`src/rtl/delta_pkg.sv`:
```
// Shared types and constants for the streaming delta decoder.
package delta_pkg;

  localparam int unsigned DeltaW = 5;
  localparam int unsigned AccW   = 8;

  // Saturation limits for an AccW-bit two's-complement sample.
  localparam logic signed [AccW-1:0] SatMax = {1'b0, {(AccW-1){1'b1}}};
  localparam logic signed [AccW-1:0] SatMin = {1'b1, {(AccW-1){1'b0}}};

  typedef enum logic [1:0] {
    StEmpty = 2'd0,
    StOne   = 2'd1,
    StTwo   = 2'd2
  } buf_state_e;

  typedef struct packed {
    logic [AccW-1:0] data;
    logic            sat;
  } beat_t;

endpackage

```
`src/rtl/delta_sat_add.sv`:
```
// Combinational signed sign-extend, add and clip. With load_i set the delta is
// passed through sign-extended (seed), never flagged as saturated.
module delta_sat_add
  import delta_pkg::*;
#(
  parameter int unsigned DELTA_W = DeltaW,
  parameter int unsigned ACC_W   = AccW
) (
  input  logic [ACC_W-1:0]   acc_i,
  input  logic [DELTA_W-1:0] delta_i,
  input  logic               load_i,
  output logic [ACC_W-1:0]   sum_o,
  output logic               sat_o
);

  logic [ACC_W:0] acc_ext;
  logic [ACC_W:0] delta_ext;
  logic [ACC_W:0] sum_wide;

  // One guard bit: overflow shows up as the top two bits disagreeing.
  always_comb begin
    acc_ext   = {acc_i[ACC_W-1], acc_i};
    delta_ext = {{(ACC_W + 1 - DELTA_W){delta_i[DELTA_W-1]}}, delta_i};
    sum_wide  = acc_ext + delta_ext;
    sum_o     = sum_wide[ACC_W-1:0];
    sat_o     = 1'b0;
    if (load_i) begin
      sum_o = delta_ext[ACC_W-1:0];
    end else if (sum_wide[ACC_W] != sum_wide[ACC_W-1]) begin
      // Clip toward the true sign: most positive or most negative value.
      sat_o = 1'b1;
      sum_o = {sum_wide[ACC_W], {(ACC_W-1){~sum_wide[ACC_W]}}};
    end
  end

endmodule

```
`src/rtl/delta_decoder.sv`:
```
// Streaming signed delta decoder: integrates deltas into absolute samples with
// saturation, behind valid/ready handshakes and a 2-entry skid buffer.
// The accumulator advances at accept time, so backpressure never changes results.
module delta_decoder
  import delta_pkg::*;
#(
  parameter int unsigned DELTA_W = DeltaW,
  parameter int unsigned ACC_W   = AccW
) (
  input  logic               clk,
  input  logic               rst,
  input  logic [DELTA_W-1:0] in_delta,
  input  logic               in_restart,
  input  logic               in_valid,
  output logic               in_ready,
  output logic [ACC_W-1:0]   out_data,
  output logic               out_sat,
  output logic               out_valid,
  input  logic               out_ready
);

  // The beat struct is sized by the package width; reject mismatched builds.
  if (ACC_W != AccW || ACC_W < DELTA_W + 1) begin : g_bad_param
    $error("delta_decoder: ACC_W must equal delta_pkg::AccW and be >= DELTA_W+1");
  end

  buf_state_e       state_q, state_d;
  beat_t            out_q, out_d;
  beat_t            skid_q, skid_d;
  beat_t            new_beat;
  logic [ACC_W-1:0] acc_q, acc_d;
  logic [ACC_W-1:0] sum;
  logic             sum_sat;
  logic             accept;
  logic             xfer;

  delta_sat_add #(
    .DELTA_W (DELTA_W),
    .ACC_W   (ACC_W)
  ) u_sat_add (
    .acc_i   (acc_q),
    .delta_i (in_delta),
    .load_i  (in_restart),
    .sum_o   (sum),
    .sat_o   (sum_sat)
  );

  // Handshake flags and outputs decode straight from registered state.
  always_comb begin
    in_ready      = (state_q != StTwo);
    out_valid     = (state_q != StEmpty);
    out_data      = out_q.data;
    out_sat       = out_q.sat;
    accept        = in_valid & in_ready;
    xfer          = out_valid & out_ready;
    new_beat.data = sum;
    new_beat.sat  = sum_sat;
  end

  // Next-state for the skid FSM, buffer entries and accumulator.
  always_comb begin
    state_d = state_q;
    out_d   = out_q;
    skid_d  = skid_q;
    acc_d   = accept ? sum : acc_q;
    unique case (state_q)
      StEmpty: begin
        if (accept) begin
          out_d   = new_beat;
          state_d = StOne;
        end
      end
      StOne: begin
        if (accept && xfer) begin
          out_d = new_beat;
        end else if (accept) begin
          skid_d  = new_beat;
          state_d = StTwo;
        end else if (xfer) begin
          state_d = StEmpty;
        end
      end
      StTwo: begin
        if (xfer) begin
          out_d   = skid_q;
          state_d = StOne;
        end
      end
      default: state_d = StEmpty;
    endcase
  end

  // State registers; reset discards any buffered beats immediately.
  always_ff @(posedge clk or negedge rst) begin
    if (!rst) begin
      state_q <= StEmpty;
      out_q   <= '0;
      skid_q  <= '0;
      acc_q   <= '0;
    end else begin
      state_q <= state_d;
      out_q   <= out_d;
      skid_q  <= skid_d;
      acc_q   <= acc_d;
    end
  end

endmodule

```
`config.mk`:
```
export PLATFORM = sky130hd
export DESIGN_NAME = delta_decoder
export DESIGN_NICKNAME = d
export VERILOG_FILES = /design/src/rtl/delta_pkg.sv /design/src/rtl/delta_sat_add.sv /design/src/rtl/delta_decoder.sv
export SDC_FILE = /design/constraint.sdc
export NUM_CORES = 1
export LEC_CHECK = 0
export CAP_MARGIN = 30
export CELL_PAD_IN_SITES_DETAIL_PLACEMENT = 0
export CELL_PAD_IN_SITES_GLOBAL_PLACEMENT = 1
export CORE_MARGIN = 4
export CORE_UTILIZATION = 45
export CTS_CLUSTER_DIAMETER = 30
export DETAILED_ROUTE_END_ITERATION = 8
export PLACE_DENSITY_LB_ADDON = 0.1
export SETUP_SLACK_MARGIN = 0.1
export SYNTH_ARGS = -nofsm -noshare
export SYNTH_HDL_FRONTEND = slang
export SYNTH_SLANG_ARGS = --single-unit
```
`constraint.sdc`:
```
create_clock -name clk -period 5.11 [get_ports clk]
set_input_delay 1.022 -clock clk [delete_from_list [all_inputs] [get_ports clk]]
set_output_delay 1.022 -clock clk [all_outputs]
set_load 0.03 [all_outputs]
```
After elaboration in Yosys (flattened, before gate mapping)

Cells that the tools add are included.

Bits in registers: 28
Word-level logic and storage cells: 41
Output and inout port bits: 11
Bits of input ports: 10

Reduce and logical (&&, ||, !) cells: 7
Muxes and demuxes: 14
Bitwise gates (word level): 4
Add/sub/neg operators: 1
Eq/ne operators: 9

Operators by type and width:

| kind                 | count |
|---|---|
| $mux W9              | 3 |
| $pmux W9 S3          | 1 |
| $mux W8              | 2 |
| $mux W2              | 5 |
| $ne A2 B2 Y1 const B | 5 |
| $add A8 B5 Y9        | 1 |
| $reduce_and A4 Y1    | 2 |
| $pmux W2 S3          | 1 |
| $ne A3 B3 Y1 const B | 1 |
| $reduce_and A3 Y1    | 1 |
| $reduce_bool A3 Y1   | 1 |
| $and A1 B1 Y1        | 2 |
| $eq A2 B1 Y1 const B | 1 |
| $eq A2 B2 Y1 const B | 1 |
| $logic_not A2 Y1     | 1 |
| $mux W1              | 2 |
| $not A1 Y1           | 2 |
| $reduce_bool A2 Y1   | 1 |
| $logic_and A1 B1 Y1  | 1 |
| $ne A1 B1 Y1         | 1 |

Depth between registers and ports, before layout

Depth in word-level cells: 6
Gate-level depth with buffers: 10

By module

From an unflattened synthesis, not the netlist that was laid out.

Cells, all modules: 169
Area, all modules: 1890.6 um^2

By module, submodules not included:

| module        | cells an instance | instances | sequential area each (um^2) | area each (um^2) |
|---|---|---|---|---|
| delta_decoder | 78                | 1         | 700.7                       | 1212.4 |
| delta_sat_add | 91                | 1         | 0.0                         | 678.2 |

Worst setup path after synthesis

No wires, ideal clock.

Path type: in2reg
Start: input in_delta[0]
End: register out_q (netlist bit out_data[6])
Required time: 5000 ps
Path buffers: 0
Arrival time: 2865 ps
Slack: 2135 ps
Cell stages on the path: 9
Setup time: 110 ps
Path through: ha_1 -> inv_1 -> fa_1 -> nand2b_1 -> a211oi_2 -> nand2b_2 -> xor2_2 -> nor3_1 -> o41ai_1

Longest elaborated chain between the ends: 6
Elaborated cells on any way between the ends: 8

RTL lines:

| what                                              | RTL line                                 | source |
|---|---|---|
| start: declaration                                | delta_decoder.sv:12                      | `input logic [DELTA_W-1:0] in_delta,` |
| $add A8 B5 Y9 (*)                                 | delta_sat_add.sv:24                      | `sum_wide = acc_ext + delta_ext;` |
| $ne A1 B1 Y1 / $not A1 Y1 (equally long branches) | delta_sat_add.sv:29, delta_sat_add.sv:32 |  |
| $mux W8 (*)                                       | delta_sat_add.sv:29                      | `end else if (sum_wide[ACC_W] != sum_wide[ACC_W-1]) begin` |
| $mux W8 (*)                                       | delta_sat_add.sv:27                      | `if (load_i) begin` |
| $mux W9, on equally long branches                 | delta_decoder.sv:74, delta_decoder.sv:68 |  |
| $pmux W9 S3 (*)                                   | delta_decoder.sv:66                      | `unique case (state_q)` |
| end signal: assignment                            | delta_decoder.sv:102                     | `out_q <= out_d;` |
| end: declaration                                  | delta_decoder.sv:28                      | `beat_t out_q, out_d;` |

Every way passes the cells marked *; elsewhere a longest branch is shown, timed or not. The select of a mux whose other input is x is not followed.
A chain may end at the register's enable or synchronous reset.

Final worst setup path

Start: input in_delta[0]
End: register acc_q[2]

Longest elaborated chain between the ends: 4
Elaborated cells on any way between the ends: 5

RTL lines:

| what                                              | RTL line                                 | source |
|---|---|---|
| $add A8 B5 Y9 (*)                                 | delta_sat_add.sv:24                      |  |
| $ne A1 B1 Y1 / $not A1 Y1 (equally long branches) | delta_sat_add.sv:29, delta_sat_add.sv:32 |  |
| $mux W8 (*)                                       | delta_sat_add.sv:29                      |  |
| $mux W8 (*)                                       | delta_sat_add.sv:27                      |  |
| end signal: assignment                            | delta_decoder.sv:99                      | `acc_q <= '0;` |
| end signal: assignment                            | delta_decoder.sv:104                     | `acc_q <= acc_d;` |
| end: declaration                                  | delta_decoder.sv:31                      | `logic [ACC_W-1:0] acc_q, acc_d;` |

Every way passes the cells marked *; elsewhere a longest branch is shown, timed or not.

==> metrics <==
initial antenna violation count 0; status finished, final reports clean; n_diodes 0; pin count of the biggest net entering global routing 29; Max FO, Critical Path 11; cts bufs inserted 3; vias in the first global route 1618; period utilisation layout 73.5%; maxcap violations 0; sequential element share of the synthesized area 36.9%; Final Non-Filler Cells 293; PD cells 574 nW/um^2; Syn Inst Count 225; DR pass1 iterations 5; Inst Count DP 289; Hold Vio Cnt, Final 0; LEAKAGE 0.935 nW; GRT Util Overall 19.5%; critical path cell sequence clkdlybuf4s50_1 -> ha_1 -> inv_1 -> fa_1 -> nand2b_1 -> a211oi_2 -> o221ai_2 -> o21ai_1 -> a211oi_1 -> o31ai_1; nets 263; Starting DRT DRC Count 168; Reg clk slew, reported paths 100 ps; share of layout cells above drive strength 1 8.23%; total grt overflow 0; Max-slew headroom 53.8%; DP Area 2140 um^2; Final HPWL DP 3.78 mm; Final setup viols 0; CTS tree done; Clock Sinks 28; Die Ht 73.0 um; crit path kind in -> reg; Ys Warns 0; # rows 23; Top FF cell, synth dfrtp_1; WP data required 5280 ps; Final Max Slew Viols 0; crit start category input pin; clk_skew 8.07 ps; Final Critical Period 3750 ps; syn_nets 244; cts hold-fix bufs 0; CTS resizes 0; postcts setup bufs 0; Worst-Skew Late Latency 270 ps; ys async rst share 100%; Yosys cell types 44; worst-margin pin slew 688 ps; Routed WL 4.96 mm; Hold WS 484 ps; Setup TNS 0 ps; design area 2210 um^2; Root Driver clkbuf_8; crit path DAT 3930 ps; Longest Clk Path Bufs 2; critical-path cell with the highest stage delay clkdlybuf4s50_1; via count 1794; Peak Freq 266 MHz; first-pass GRT wire length 8.17 mm; syn_area_per_cell 8.44 um^2; Initial Util 47.1%; core area 4030 um^2; DRC Markers 0; Hold WC Path Type reg -> reg; register bit count reported by yosys 28; Syn Std Cell Area 1900 um^2; VDD IR max 222 uV; die area 5320 um^2; Port Buf Inserts 20; RSZ-0062 raised after global routing false; slowest stage delay, CP 520 ps; EDFF count, synth 0; commonest non-fill, non-tap cell in the layout nand2_1; Fillers 384; routed len/inst 16.9 um; Die Width 73.0 um; most frequent cells in the layout 31 x nand2_1, 28 x dfrtp_1, 22 x o21ai_0; gp weighted congestion 0.903; Final Util 55.0%; flop-to-flop setup slack 2270 ps; IO Pins 21; Area Overhead vs Synth 16.6%; post-route antenna net violation count 0; H-tree depth 1; Critical Path End Type register; Via density 6.12
==> where the power goes <==
group | total [mW] | internal [mW] | switching, mW
sequential | 0.374 | 0.316 | 0.0585
clock | 0.174 | 0.105 | 0.0689
combinational | 0.723 | 0.280 | 0.442
total | 1.27 | 0.701 | 0.570
==> kinds of logic after synthesis <==
group | count (synthesis) | share of synthesized area, %
and+or+nand+nor | 86 | 22.5
AOI/OAI and AO/OA | 79 | 27.5
DFF | 28 | 36.9
buffers and inverters | 17 | 3.56
adders and majority gates | 9 | 6.32
xor gates and xnor gates | 5 | 2.70
muxes | 1 | 0.527
==> final timing paths <==
kind                                       start                    end  depth (start not counted)
setup / recovery                     in_delta[0]   acc_q[2]$_DFFE_PN0P_                         10
hold / removal             skid_q[5]$_DFFE_PN0P_  skid_q[5]$_DFFE_PN0P_                          2
setup reg to reg            acc_q[0]$_DFFE_PN0P_   acc_q[2]$_DFFE_PN0P_                          9
hold reg to reg            skid_q[5]$_DFFE_PN0P_  skid_q[5]$_DFFE_PN0P_                          2
max in group asynchronous                    rst  skid_q[2]$_DFFE_PN0P_                          2
min in group asynchronous                    rst  skid_q[8]$_DFFE_PN0P_                          2
==> layout make-up <==
class / count / area, um^2 / share of cell area, %
Multi-Input combinational cell: 180 / 1130 / 51.1
Sequential cell: 28 / 701 / 31.6
Timing Repair Buffer: 22 / 215 / 9.72
Tap cell: 50 / 62.6 / 2.82
Clock buffer: 3 / 41.3 / 1.86
Inverter: 9 / 33.8 / 1.53
Clock inverter: 1 / 30.0 / 1.36
==> synth_stat cells (all sizes together) (3+ instances only) <==
cell type   n  area [um^2]
a211oi      7         67.6
a21oi      19         95.1
and3        3         18.8
buf         4         18.8
clkbuf      4         15.0
dfrtp      28          701
ha          8          100
inv         9         33.8
nand2      32          123
nand2b      8         52.6
nand3       5         25.0
nand3b      3         22.5
nor2       21         78.8
nor3        5         36.3
o211ai      3         22.5
o21ai      26          130
o221ai      6         58.8
o22ai       3         18.8
o31ai       4         30.0
or2         3         18.8
or3         3         18.8
xnor2       4         35.0
==> worst max-delay path, delay by kind of cell <==
kind,cells,cell delay (ps)
compound gates,5,1470
buf+inv,2,600
fa+ha+maj,2,630
simple gates,1,190
==> metal layers <==
metal	track usage, %	vias to the layer above	wire [um]
met5	0	-	0
met4	3.69	0	36
met3	1.79	2	294
met2	31.5	64	2350
met1	28.7	873	2280
li1	-	855	-
==> stage by stage <==
step / setup WS (ps) / total power, mW
after floorplan: 2130 / 0.884
after global placement: 1210 / 1.08
after detailed placement: 1090 / 1.10
after CTS: 1360 / 1.27
after global routing: 1180 / 1.36
final: 1360 / 1.27
==> sequential cells by signal (all words and copies together), names as in the netlist <==
register,cells
acc_q,8
out_data,8
out_sat,1
skid_q,9
state_q,2
Note: power is estimated with default switching activity, not from simulation.
